--- src/rtl/wash_plant_timer.sv ---
// wash_plant_timer: door debounce, drum level model and wash/spin phase timers feeding the washer controller.
// Define WASH_PLANT_DOOR_PAUSE_EN to freeze the level model and both timers while the door is open.
module wash_plant_timer #(
    parameter int DEBOUNCE_CYC = 4,
    parameter int LEVEL_MAX    = 8,
    parameter int WASH_CYC     = 16,
    parameter int SPIN_CYC     = 8,
    parameter int CNT_W        = 16
) (
    input  logic                           clk,
    input  logic                           reset,
    input  logic                           door_sw_raw,
    input  logic                           fill_val_on,
    input  logic                           drain_val_on,
    input  logic                           motor_on,
    output logic                           door_close,
    output logic                           filled,
    output logic                           drained,
    output logic                           cycleTO,
    output logic                           spinTO,
    output logic [$clog2(LEVEL_MAX+1)-1:0] water_level
);
    localparam int LVL_W = $clog2(LEVEL_MAX + 1);
    localparam int DB_W  = $clog2(DEBOUNCE_CYC + 1);
    localparam logic [LVL_W-1:0] LVL_FULL  = LVL_W'(LEVEL_MAX);
    localparam logic [DB_W-1:0]  DB_LAST   = DB_W'(DEBOUNCE_CYC - 1);
    localparam logic [CNT_W-1:0] WASH_LAST = CNT_W'(WASH_CYC - 1);
    localparam logic [CNT_W-1:0] SPIN_LAST = CNT_W'(SPIN_CYC - 1);

    logic             r_sync1, r_sync2, r_door_close;
    logic [DB_W-1:0]  r_db_cnt;
    logic [LVL_W-1:0] r_level;
    logic             r_filled, r_drained, r_drain_done;
    logic [CNT_W-1:0] r_wash_cnt, r_spin_cnt;
    logic             r_wash_done, r_spin_done, r_cycle_to, r_spin_to;

    logic             w_run, w_fill_only, w_drain_only;
    logic [LVL_W-1:0] w_level_nxt;
    logic             w_filled_ev, w_drained_ev;
    logic             w_wash_q, w_wash_hit, w_spin_q, w_spin_hit;
    logic [CNT_W-1:0] w_wash_cnt_nxt, w_spin_cnt_nxt;

`ifdef WASH_PLANT_DOOR_PAUSE_EN
    assign w_run = r_door_close;
`else
    assign w_run = 1'b1;
`endif

    always_ff @(posedge clk) begin
        if (!reset) begin
            r_sync1      <= 1'b0;
            r_sync2      <= 1'b0;
            r_db_cnt     <= '0;
            r_door_close <= 1'b0;
        end else begin
            r_sync1 <= door_sw_raw;
            r_sync2 <= r_sync1;
            if (r_sync2 == r_door_close)
                r_db_cnt <= '0;
            else if (r_db_cnt == DB_LAST) begin
                r_door_close <= r_sync2;
                r_db_cnt     <= '0;
            end else
                r_db_cnt <= r_db_cnt + 1'b1;
        end
    end

    assign w_fill_only  = fill_val_on && !drain_val_on;
    assign w_drain_only = drain_val_on && !fill_val_on;
    assign w_level_nxt  = (w_fill_only && r_level != LVL_FULL) ? r_level + 1'b1 :
                          (w_drain_only && r_level != '0) ? r_level - 1'b1 : r_level;
    assign w_filled_ev  = (w_level_nxt == LVL_FULL) && (r_level != LVL_FULL);
    // Also fires when drain opens on an already empty drum; r_drain_done blocks repeats until drain closes.
    assign w_drained_ev = drain_val_on && (w_level_nxt == '0) && !r_drain_done;

    assign w_wash_q       = motor_on && !drain_val_on && !r_wash_done;
    assign w_wash_hit     = w_wash_q && (r_wash_cnt == WASH_LAST);
    assign w_wash_cnt_nxt = (!motor_on || w_wash_hit) ? '0 : (w_wash_q ? r_wash_cnt + 1'b1 : r_wash_cnt);
    assign w_spin_q       = motor_on && drain_val_on && !r_spin_done;
    assign w_spin_hit     = w_spin_q && (r_spin_cnt == SPIN_LAST);
    assign w_spin_cnt_nxt = (!motor_on || w_spin_hit) ? '0 : (w_spin_q ? r_spin_cnt + 1'b1 : r_spin_cnt);

    always_ff @(posedge clk) begin
        if (!reset) begin
            r_level      <= '0;
            r_filled     <= 1'b0;
            r_drained    <= 1'b0;
            r_drain_done <= 1'b0;
            r_wash_cnt   <= '0;
            r_wash_done  <= 1'b0;
            r_cycle_to   <= 1'b0;
            r_spin_cnt   <= '0;
            r_spin_done  <= 1'b0;
            r_spin_to    <= 1'b0;
        end else begin
            r_filled   <= w_run && w_filled_ev;
            r_drained  <= w_run && w_drained_ev;
            r_cycle_to <= w_run && w_wash_hit;
            r_spin_to  <= w_run && w_spin_hit;
            if (w_run) begin
                r_level      <= w_level_nxt;
                r_drain_done <= drain_val_on && (r_drain_done || w_drained_ev);
                r_wash_cnt   <= w_wash_cnt_nxt;
                r_wash_done  <= motor_on && (r_wash_done || w_wash_hit);
                r_spin_cnt   <= w_spin_cnt_nxt;
                r_spin_done  <= motor_on && (r_spin_done || w_spin_hit);
            end
        end
    end

    assign door_close  = r_door_close;
    assign filled      = r_filled;
    assign drained     = r_drained;
    assign cycleTO     = r_cycle_to;
    assign spinTO      = r_spin_to;
    assign water_level = r_level;
endmodule

--- config.mk ---
export PLATFORM = sky130hd
export DESIGN_NAME = wash_plant_timer
export DESIGN_NICKNAME = d
export VERILOG_FILES = /design/src/rtl/wash_plant_timer.sv
export SDC_FILE = /design/constraint.sdc
export NUM_CORES = 1
export LEC_CHECK = 0
export ABC_AREA = 1
export BUFFER_PORTS_ARGS = -buffer_cell sky130_fd_sc_hd__buf_2
export CORE_MARGIN = 2
export CORE_UTILIZATION = 55
export DETAILED_ROUTE_END_ITERATION = 7
export PLACE_DENSITY_LB_ADDON = 0.2
export SYNTH_ARGS = -nofsm -noshare
export SYNTH_HDL_FRONTEND = slang
export SYNTH_SLANG_ARGS = --single-unit
export TNS_END_PERCENT = 5
--- constraint.sdc ---
create_clock -name clk -period 1.7 [get_ports clk]
set_clock_uncertainty 0.05 [all_clocks]
set_input_delay 0.085 -clock clk [delete_from_list [all_inputs] [get_ports clk]]
set_output_delay 0.085 -clock clk [all_outputs]
set_load 0.03 [all_outputs]
After elaboration in Yosys (flattened, before gate mapping):

Index checks and enable logic that the tools add are counted.

* flip-flop bits (word level): 49
* bits in latches: 0
* RAM bits: 0
* bits in read-only memories: 0
* input port bits: 6
* output and inout bits: 9
* logic and storage cells: 62
* memories kept: 0

* $add $sub $neg: 5
* multipliers: 0
* div/mod/pow operators: 0
* magnitude comparators: 0
* equality and inequality tests: 6
* shift operators: 0
* mux-type cells: 2
* bitwise gates (word level): 2
* reductions and logical operators: 33

Operators with widths (number)
* $add 16x1->16 const B: 2
* $eq 16x3->1 const B: 1
* $eq 16x4->1 const B: 1
* $logic_and 1x1->1: 16
* $mux 4: 2
* $logic_not 1->1: 6
* $logic_or 1x1->1: 5
* $add 4x1->4 const B: 1
* $eq 4x4->1 const B: 1
* $logic_not 4->1: 1
* $ne 4x4->1 const B: 1
* $reduce_bool 4->1: 1
* $reduce_or 2->1: 2
* $sub 4x1->4 const B: 1
* $add 3x1->3 const B: 1
* $eq 3x2->1 const B: 1
* $reduce_or 3->1: 1
* $not 1->1: 2
* $reduce_and 2->1: 1
* $eq 1x1->1: 1

Longest topological paths before layout:

Gate-level depths: netlist (run 1).

* depth after elaboration: 10
* depth in mapped cells: 12
* mapped depth without buffers: 12

Worst setup path after synthesis (run 1):

Ideal clock, no wire load.

* path type: register -> register
* start point: register r_level[0], in the netlist water_level[0]
* end point: register r_drained, in the netlist drained
* library setup time: 64 ps
* arrival time: 1711 ps
* slack: -125 ps
* cell stages (with the launch flop): 12
* buffers on the path: 0
* period minus slack after synthesis: 1825 ps
* cells stage by stage: dfxtp_1 > inv_1 > ha_1 > nand3_1 > nand2_1 > nand3_1 > nand2_1 > nor2_1 > nand2_1 > nor2_1 > nand2_1 > nor2_1

* longest elaborated chain between the ends: 7
* elaborated cells on any way between the ends: 11

RTL lines
* start, declared: line 32 `logic [LVL_W-1:0] r_level;`
* start signal, assigned: line 101 `r_level <= w_level_nxt;`
* branches (longest 3 deep; another with $sub 4x1->4)
* $mux 4 *: line 70 `assign w_level_nxt = (w_fill_only && r_level != LVL_FULL) ? r_level + 1'b1 :`
* $logic_not 4->1 *: line 74 `assign w_drained_ev = drain_val_on && (w_level_nxt == '0) && !r_drain_done;`
* $logic_and 1x1->1 * (2 in a row): line 74
* end signal, assigned: line 97 `r_drained <= w_run && w_drained_ev;`
* end, declared: line 33 `logic r_filled, r_drained, r_drain_done;`

Every way passes the cells marked *.
A chain may end at the register's enable or synchronous reset.

Worst setup path in the final report (run 1):

* start point: register r_spin_cnt[2]
* end point: register r_spin_cnt[4]

* longest elaborated chain between the ends: 4
* elaborated cells on any way between the ends: 5

RTL lines
* start, declared: line 34 `logic [CNT_W-1:0] r_wash_cnt, r_spin_cnt;`
* start signal, assigned: line 105 `r_spin_cnt <= w_spin_cnt_nxt;`
* branches (longest 4 deep; another with $add 16x1->16)

Several ways; the timed one is not identified.

==> summary.txt, run 1 <==
Status = finished, final reports clean
Post-Syn Area = 2480 um^2
Worst Path Required = 1.84 ns
CP Launch Type = flop
Number of global-route vias before repair = 1,996
TNS Setup = 0 ns
Core area = 4350 um^2
Setup crit end = r_spin_cnt[4]
Clock buffer depth = 2
First-pass GRT wire length = 8400 um
Synthesized instance count = 346
PortBufs = 14
Max-slew headroom = 63.4%
Finished Layout Cells = 424
WL per Instance = 10.8 um
Die H = 71.1 um
Largest net degree at the start of global routing = 17
Initial Util = 56.9%
Final Max Tran Viols = 0
Share of cells above drive strength 1 = 15.6%
Count of cell types in the netlist = 34
Peak Freq = 644 MHz
# clock sinks = 49
Initial antenna violation count = 0
Worst Path Arrival = 1.70 ns
HPWL Detailed = 3440 um
Die area = 5060 um^2
Drt pass-1 iters = 4
Die W = 71.1 um
Synth warnings = 0
Critical R2R Capture = r_spin_cnt[4]
Grt total ovfl = 0
#FFs+latches synth = 49
Critical Path Start = r_spin_cnt[2]
Hold Vio Cnt, Final = 0
Row Count = 24
Type of the worst setup path = flop to flop
Mean Syn Cell Area = 7.16 um^2
Max IR drop VDD = 654 uV
Io pins = 15
Fin util = 64.8%
Vias/cell = 5.13
Max H-tree Level = 2
Placed Cells = 414
Post-layout minimum cycle time = 1.55 ns
Placed inst area = 2630 um^2
Critical path peak fanout = 7
Slew @ Worst Pin = 0.544 ns
Fill count = 388
Worst skew pair latency = 0.31 ns
Crit share post-route = 91.3%
Fin nets = 383
DR iter-0 viols = 93
Reg2reg setup slack = 0.15 ns
CTS Buf Count = 5
Reg-to-Reg Start = r_spin_cnt[2]
GRT Total Usage = 20.6%
Drc violations = 0
TritonCTS clock tree = yes
Worst Setup End Kind = flop
RSZ-0062 raised after global routing = false
Clock Tree Root = clkbuf_8
Routability-driven placement congestion ratio = 0.841
Routed wire length = 4590 um
DRT antenna net count = 0
Via count = 2,175
Fin area = 2820 um^2
Ant. Diodes = 0
Tightest Hold Check Type = input pin to flop
Max-cap violations = 0
Worst Reg-to-Reg Cells = 6
Register area share after synthesis = 39.6%
# setup viols final = 0
Synth-to-layout area growth = 13.8%
Leakage Power = 1.13 nW
Power per cell area = 931 nW/um^2
Clk pin slew, worst setup/hold paths = 0.10 ns
Net Count, Synth = 358
[routing by layer]
metal | track usage (%) | part of all wire (%) | wire length, um
met3 | 5.13 | 3.9 | 177
met4 | 6.92 | 1.3 | 61
met5 | 0 | 0 | 0
met1 | 26.3 | 50 | 2280
met2 | 34.1 | 45 | 2070
[cell type report]
class / count / area [um^2] / area share, %
Multi-Input combinational cell: 245 / 1320 / 46.8
Sequential cell: 49 / 983 / 34.9
Inverter: 49 / 186 / 6.61
Timing Repair Buffer: 21 / 128 / 4.53
Clock buffer: 5 / 68.8 / 2.44
Clock inverter: 3 / 68.8 / 2.44
Tap cell: 52 / 65.1 / 2.31
[worst max-delay path, cell delays in order, from the launching register on]
cell,delay [ns]
dfxtp_1,0.39
inv_1,0.07
nor4_1,0.28
nand4_1,0.24
nand2_2,0.18
buf_4,0.18
a211oi_1,0.06
[Yosys cell counts]
library cell	instances	area [um^2]
o21ai_0	4	20.0
o21ai_1	1	5.00
o21bai_1	1	7.51
nor3_1	12	60.1
clkbuf_1	1	3.75
nand2_2	3	18.8
a21oi_1	22	110
xor2_1	6	52.6
nand2_4	1	11.3
inv_2	1	3.75
nor4_1	4	25.0
nand3_4	2	35.0
inv_4	1	6.26
nand4_4	1	21.3
nor3_2	2	20.0
nand3_2	2	20.0
nand4_1	7	43.8
and3_1	1	6.26
or2_2	1	6.26
nand3_1	22	110
o211ai_1	1	7.51
ha_1	6	75.1
nor3b_2	3	37.5
nand2_1	83	312
buf_4	1	7.51
inv_1	47	176
a211oi_1	1	7.51
nor2_4	3	33.8
dfxtp_1	49	981
nor2_2	2	12.5
buf_6	1	11.3
nor2_1	48	180
xnor2_1	4	35.0
nor3b_1	2	15.0
[how the worst min path moves through the flow]
stage | slack [ns] | startpoint | to | depth (start not counted)
after global routing | 0.01 | drain_val_on | r_drain_done | 3
final | 0.008 | drain_val_on | r_drain_done | 3
after global placement | 0.22 | door_sw_raw | r_sync1 | 3
after detailed placement | 0.23 | door_sw_raw | r_sync1 | 3
after floorplan | 0.13 | door_sw_raw | r_sync1 | 2
after CTS | 0.003 | drain_val_on | r_drain_done | 3
[cell families (layout without fill, tap and decap cells)]
kind of cell             after synthesis  count (layout)  share of synthesized area (%)
buffers and inverters                 52              78                           8.43
adder cells (fa/ha/maj)                6               6                           3.03
XOR/XNOR                              10              10                           3.53
flip-flops                            49              49                           39.6
AND/OR/NAND/NOR                      199             199                           39.1
AO/OA/AOI/OAI                         30              30                           6.36
[flip-flops by register name (all words and copies together), names as in the netlist]
name / flops
r_spin_cnt: 16
r_wash_cnt: 16
water_level: 4
r_db_cnt: 3
cycleTO: 1
door_close: 1
drained: 1
filled: 1
r_drain_done: 1
r_spin_done: 1
r_sync1: 1
r_sync2: 1
r_wash_done: 1
spinTO: 1
[where the power goes]
group,total [mW],internal (mW),leakage (nW),switching [mW]
sequential,1.22,1.18,0.397,0.0363
clock,1.00,0.592,0.0687,0.409
combinational,0.403,0.149,0.669,0.254
[repair_timing]
| action | 4_1_cts | 5_1_grt |
|---|---|---|
| gates resized for setup | 0 | 9 |
| hold endpoints to repair | 3 | 0 |
| setup buffers | 0 | 0 |
| hold buffers | 2 | 0 |
| endpoints found under the setup margin | 0 | 6 |
[metrics by stage]
| stage | setup WS [ns] | hold slack [ns] | power (mW) |
|---|---|---|---|
| after floorplan | 0.0285 | 0.133 | 1.52 |
| after global placement | 0.0993 | 0.222 | 1.61 |
| after detailed placement | 0.0700 | 0.234 | 1.61 |
| after CTS | 0.0528 | 0.00251 | 2.62 |
| after global routing | 0.0161 | 0.0100 | 2.76 |
| final | 0.147 | 0.00809 | 2.63 |
[layout by cell type (no fill, tap or decap), types with 5 or more instances in the layout]
cell type / instances
nor3_1: 12
nand2_1: 81
buf_4: 5
ha_1: 5
nand2_2: 5
nand3_1: 21
xor2_1: 6
clkbuf_8: 5
inv_1: 45
a21oi_1: 22
nand4_1: 7
nor2_1: 47
buf_2: 14
dfxtp_1: 47
Note: power is estimated with default switching activity, not from simulation.
==> inputs of run 2 (changes only) <==
--- a/config.mk
+++ b/config.mk
@@ -10,7 +10,7 @@
 export CORE_MARGIN = 2
 export CORE_UTILIZATION = 55
 export DETAILED_ROUTE_END_ITERATION = 7
-export PLACE_DENSITY_LB_ADDON = 0.2
+export PLACE_DENSITY = 0.71
 export SYNTH_ARGS = -nofsm -noshare
 export SYNTH_HDL_FRONTEND = slang
 export SYNTH_SLANG_ARGS = --single-unit
==> run 2 against run 1 <==
Net effect: count of clock-buffer cells in the layout is the same; global-route usage shrank 0.77 points; critical endpoint is now filled; power grew 0.43%; wire length grew 0.44%; setup slack lost 0.037 ns; highest routed layer unchanged; hold slack gained 0.0042 ns; die area is the same; critical path type unchanged; first-iteration DRC count shrank 28%; flip-flop and latch count is the same; critical path depth grew 6; non-clock buffer count is the same.
==> summary.txt, run 2 (same netlist as run 1, synthesis figures left out) <==
Status = finished, final reports clean
Routed wire length = 4610 um (+0.44%)
Number of buffers and inverters on the critical path = 4 (+2)
Int Pwr = 1.93 mW (+0.34%)
Max-slew headroom = 69.9% (+6.5 points)
Worst path max stage delay = 0.39 ns (about the same)
Drt pass-1 iters = 4 (unchanged)
Max-cap violations = 0 (unchanged)
Max IR drop VDD = 705 uV (+7.8%)
Crit share post-route = 93.5% (+2.2 points)
Drc violations = 0 (unchanged)
CTS Buf Count = 5 (unchanged)
Die H = 71.1 um (unchanged)
Commonest cells after routing, fill and taps aside = nand2_1, nor2_1, dfxtp_1
Hold Crit Depth = 3 (unchanged)
Type of the worst setup path = flop to flop
Row Count = 24 (unchanged)
Power per cell area = 936 nW/um^2 (+0.56%)
Core area = 4350 um^2 (unchanged)
Delay-heaviest family, CP = simple AND/OR/NAND/NOR gates
Leakage Power = 1.12 nW (-1.5%)
Worst hold slack = 0.0123 ns (+0.00419 ns)
Post-layout minimum cycle time = 1.59 ns (+0.0371 ns)
Tightest Hold Check Type = input pin to flop
Clk pin slew, worst setup/hold paths = 0.10 ns (about the same)
First-pass GRT wire length = 8270 um (-1.6%)
Power share of the clock group = 37.5% (-0.6 points)
Grt total ovfl = 0 (unchanged)
WL per Instance = 10.9 um (+0.44%)
Final Max Tran Viols = 0 (unchanged)
Via count = 2,154 (-0.97%)
Clock buffer depth = 2 (unchanged)
Worst skew pair latency = 0.30 ns (about the same)
Seq pwr share = 46.4% (about the same)
Routability-driven placement congestion ratio = 0.868 (+3.3%)
Initial antenna violation count = 0 (unchanged)
Commonest non-fill, non-tap cell in the layout = nand2_1
Slowest cell on crit path = dfxtp_2
# setup viols final = 0 (unchanged)
Io pins = 15 (unchanged)
HPWL Detailed = 3380 um (-1.7%)
# clock sinks = 49 (unchanged)
Worst Reg-to-Reg Cells = 12 (+6)
Placed inst area = 2630 um^2 (unchanged)
PortBufs = 14 (unchanged)
Critical path peak fanout = 6 (-1)
DRT antenna net count = 0 (unchanged)
Hold Vio Cnt, Final = 0 (unchanged)
Worst Path Arrival = 1.73 ns (+0.03 ns)
Share of cells above drive strength 1 = 15.9% (+0.27 points)
Number of global-route vias before repair = 2,000 (+0.20%)
Fin area = 2820 um^2 (-0.13%)
DR iter-0 viols = 67 (-28%)
CP Launch Type = flop
Sw Share = 26.7% (+0.066 points)
Worst Setup End Kind = flop
CP cell instances = inv_2 > ha_4 > nand3_1 > buf_4 > nand3_1 > nand2_1 > nand2_1 > nand2_1 > inv_2 > nand2_2 > inv_1 > and3_1
Worst Path Required = 1.84 ns (about the same)
Max H-tree Level = 2 (unchanged)
CP Depth = 12 (+6)
Clock Tree Root = clkbuf_8
Ant. Diodes = 0 (unchanged)
Fill count = 393 (+1.3%)
Die W = 71.1 um (unchanged)
Peak Freq = 629 MHz (-2.3%)
Synth-to-layout area growth = 13.6%
Most frequent CP cell = nand2_1
Fin nets = 383 (unchanged)
Die area = 5060 um^2 (unchanged)
Largest net degree at the start of global routing = 17 (unchanged)
Combinational power share = 16.2% (+0.8 points)
Initial Util = 56.9% (unchanged)
GRT Total Usage = 19.8% (-0.77 points)
Slew @ Worst Pin = 0.448 ns (-0.0968 ns)
Vias/cell = 5.08 (-0.97%)
Switching power = 0.704 mW (+0.68%)
TritonCTS clock tree = yes
run 2: worst register-to-register path, cell delays in order (launching register included):
cell and delay [ns]:
dfxtp_2 0.39, inv_2 0.06, ha_4 0.16, nand3_1 0.13
buf_4 0.14, nand3_1 0.08, nand2_1 0.07, nand2_1 0.05
nand2_1 0.06, inv_2 0.04, nand2_2 0.09, inv_1 0.04
and3_1 0.15
run 2: cell type report:
| cell class | instances | area (um^2) | area share (%) |
|---|---|---|---|
| inverter | 49 | 189 | 6.71 |
| timing repair buffer | 21 | 125 | 4.44 |
| clock buffer | 5 | 68.8 | 2.44 |
| clock inverter | 3 | 68.8 | 2.44 |
| sequential | 49 | 986 | 35.0 |
| tap | 52 | 65.1 | 2.31 |
| multi-input combinational | 245 | 1310 | 46.6 |
run 2: metrics by stage:
| step | instances | power [mW] | setup TNS (ns) | setup WS, ns | utilization (%) |
|---|---|---|---|---|---|
| 2_1_floorplan | 346 | 1.52 | 0 | 0.0285 | - |
| 3_3_place_gp | 414 | 1.60 | 0 | 0.0840 | 60.4 |
| 3_5_place_dp | 414 | 1.61 | 0 | 0.0517 | 60.4 |
| 4_1_cts | 423 | 2.60 | 0 | 0.0157 | 63.8 |
| 5_1_grt | 424 | 2.76 | -0.131 | -0.0622 | 64.7 |
| 6_report | 424 | 2.64 | 0 | 0.110 | 64.7 |
run 2: worst paths after layout:
path                   from  slack, ns          end
min                   reset       0.01      r_sync1
max reg2reg  water_level[1]       0.11       filled
min reg2reg     r_db_cnt[0]       0.38  r_db_cnt[0]
max          water_level[1]       0.11       filled
run 2: power by group through the flow:
| stage | Combinational [mW] | Sequential [mW] | Clock (mW) |
|---|---|---|---|
| finish | 0.427 | 1.22 | 0.988 |
| global route | 0.483 | 1.23 | 1.05 |
| CTS | 0.371 | 1.22 | 1.01 |
| detailed placement | 0.365 | 1.24 | 0 |
| global placement | 0.360 | 1.24 | 0 |
| floorplan | 0.233 | 1.29 | 0 |
run 2: per-layer routing:
metal / vias up / part of all wire [%] / GRT usage [%]
met5: - / 0 / 0
met4: 0 / 0.63 / 4.40
met3: 2 / 4.9 / 4.27
met2: 40 / 45 / 33.2
met1: 959 / 50 / 26.3
li1: 1153 / - / -
run 2: timing repair:
| item | CTS | global route |
|---|---|---|
| hold endpoints to repair | 1 | 0 |
| hold buffers | 1 | 0 |
| buffers inserted | 0 | 1 |
| endpoints found under the setup margin | 0 | 3 |
| gates resized for setup | 0 | 11 |
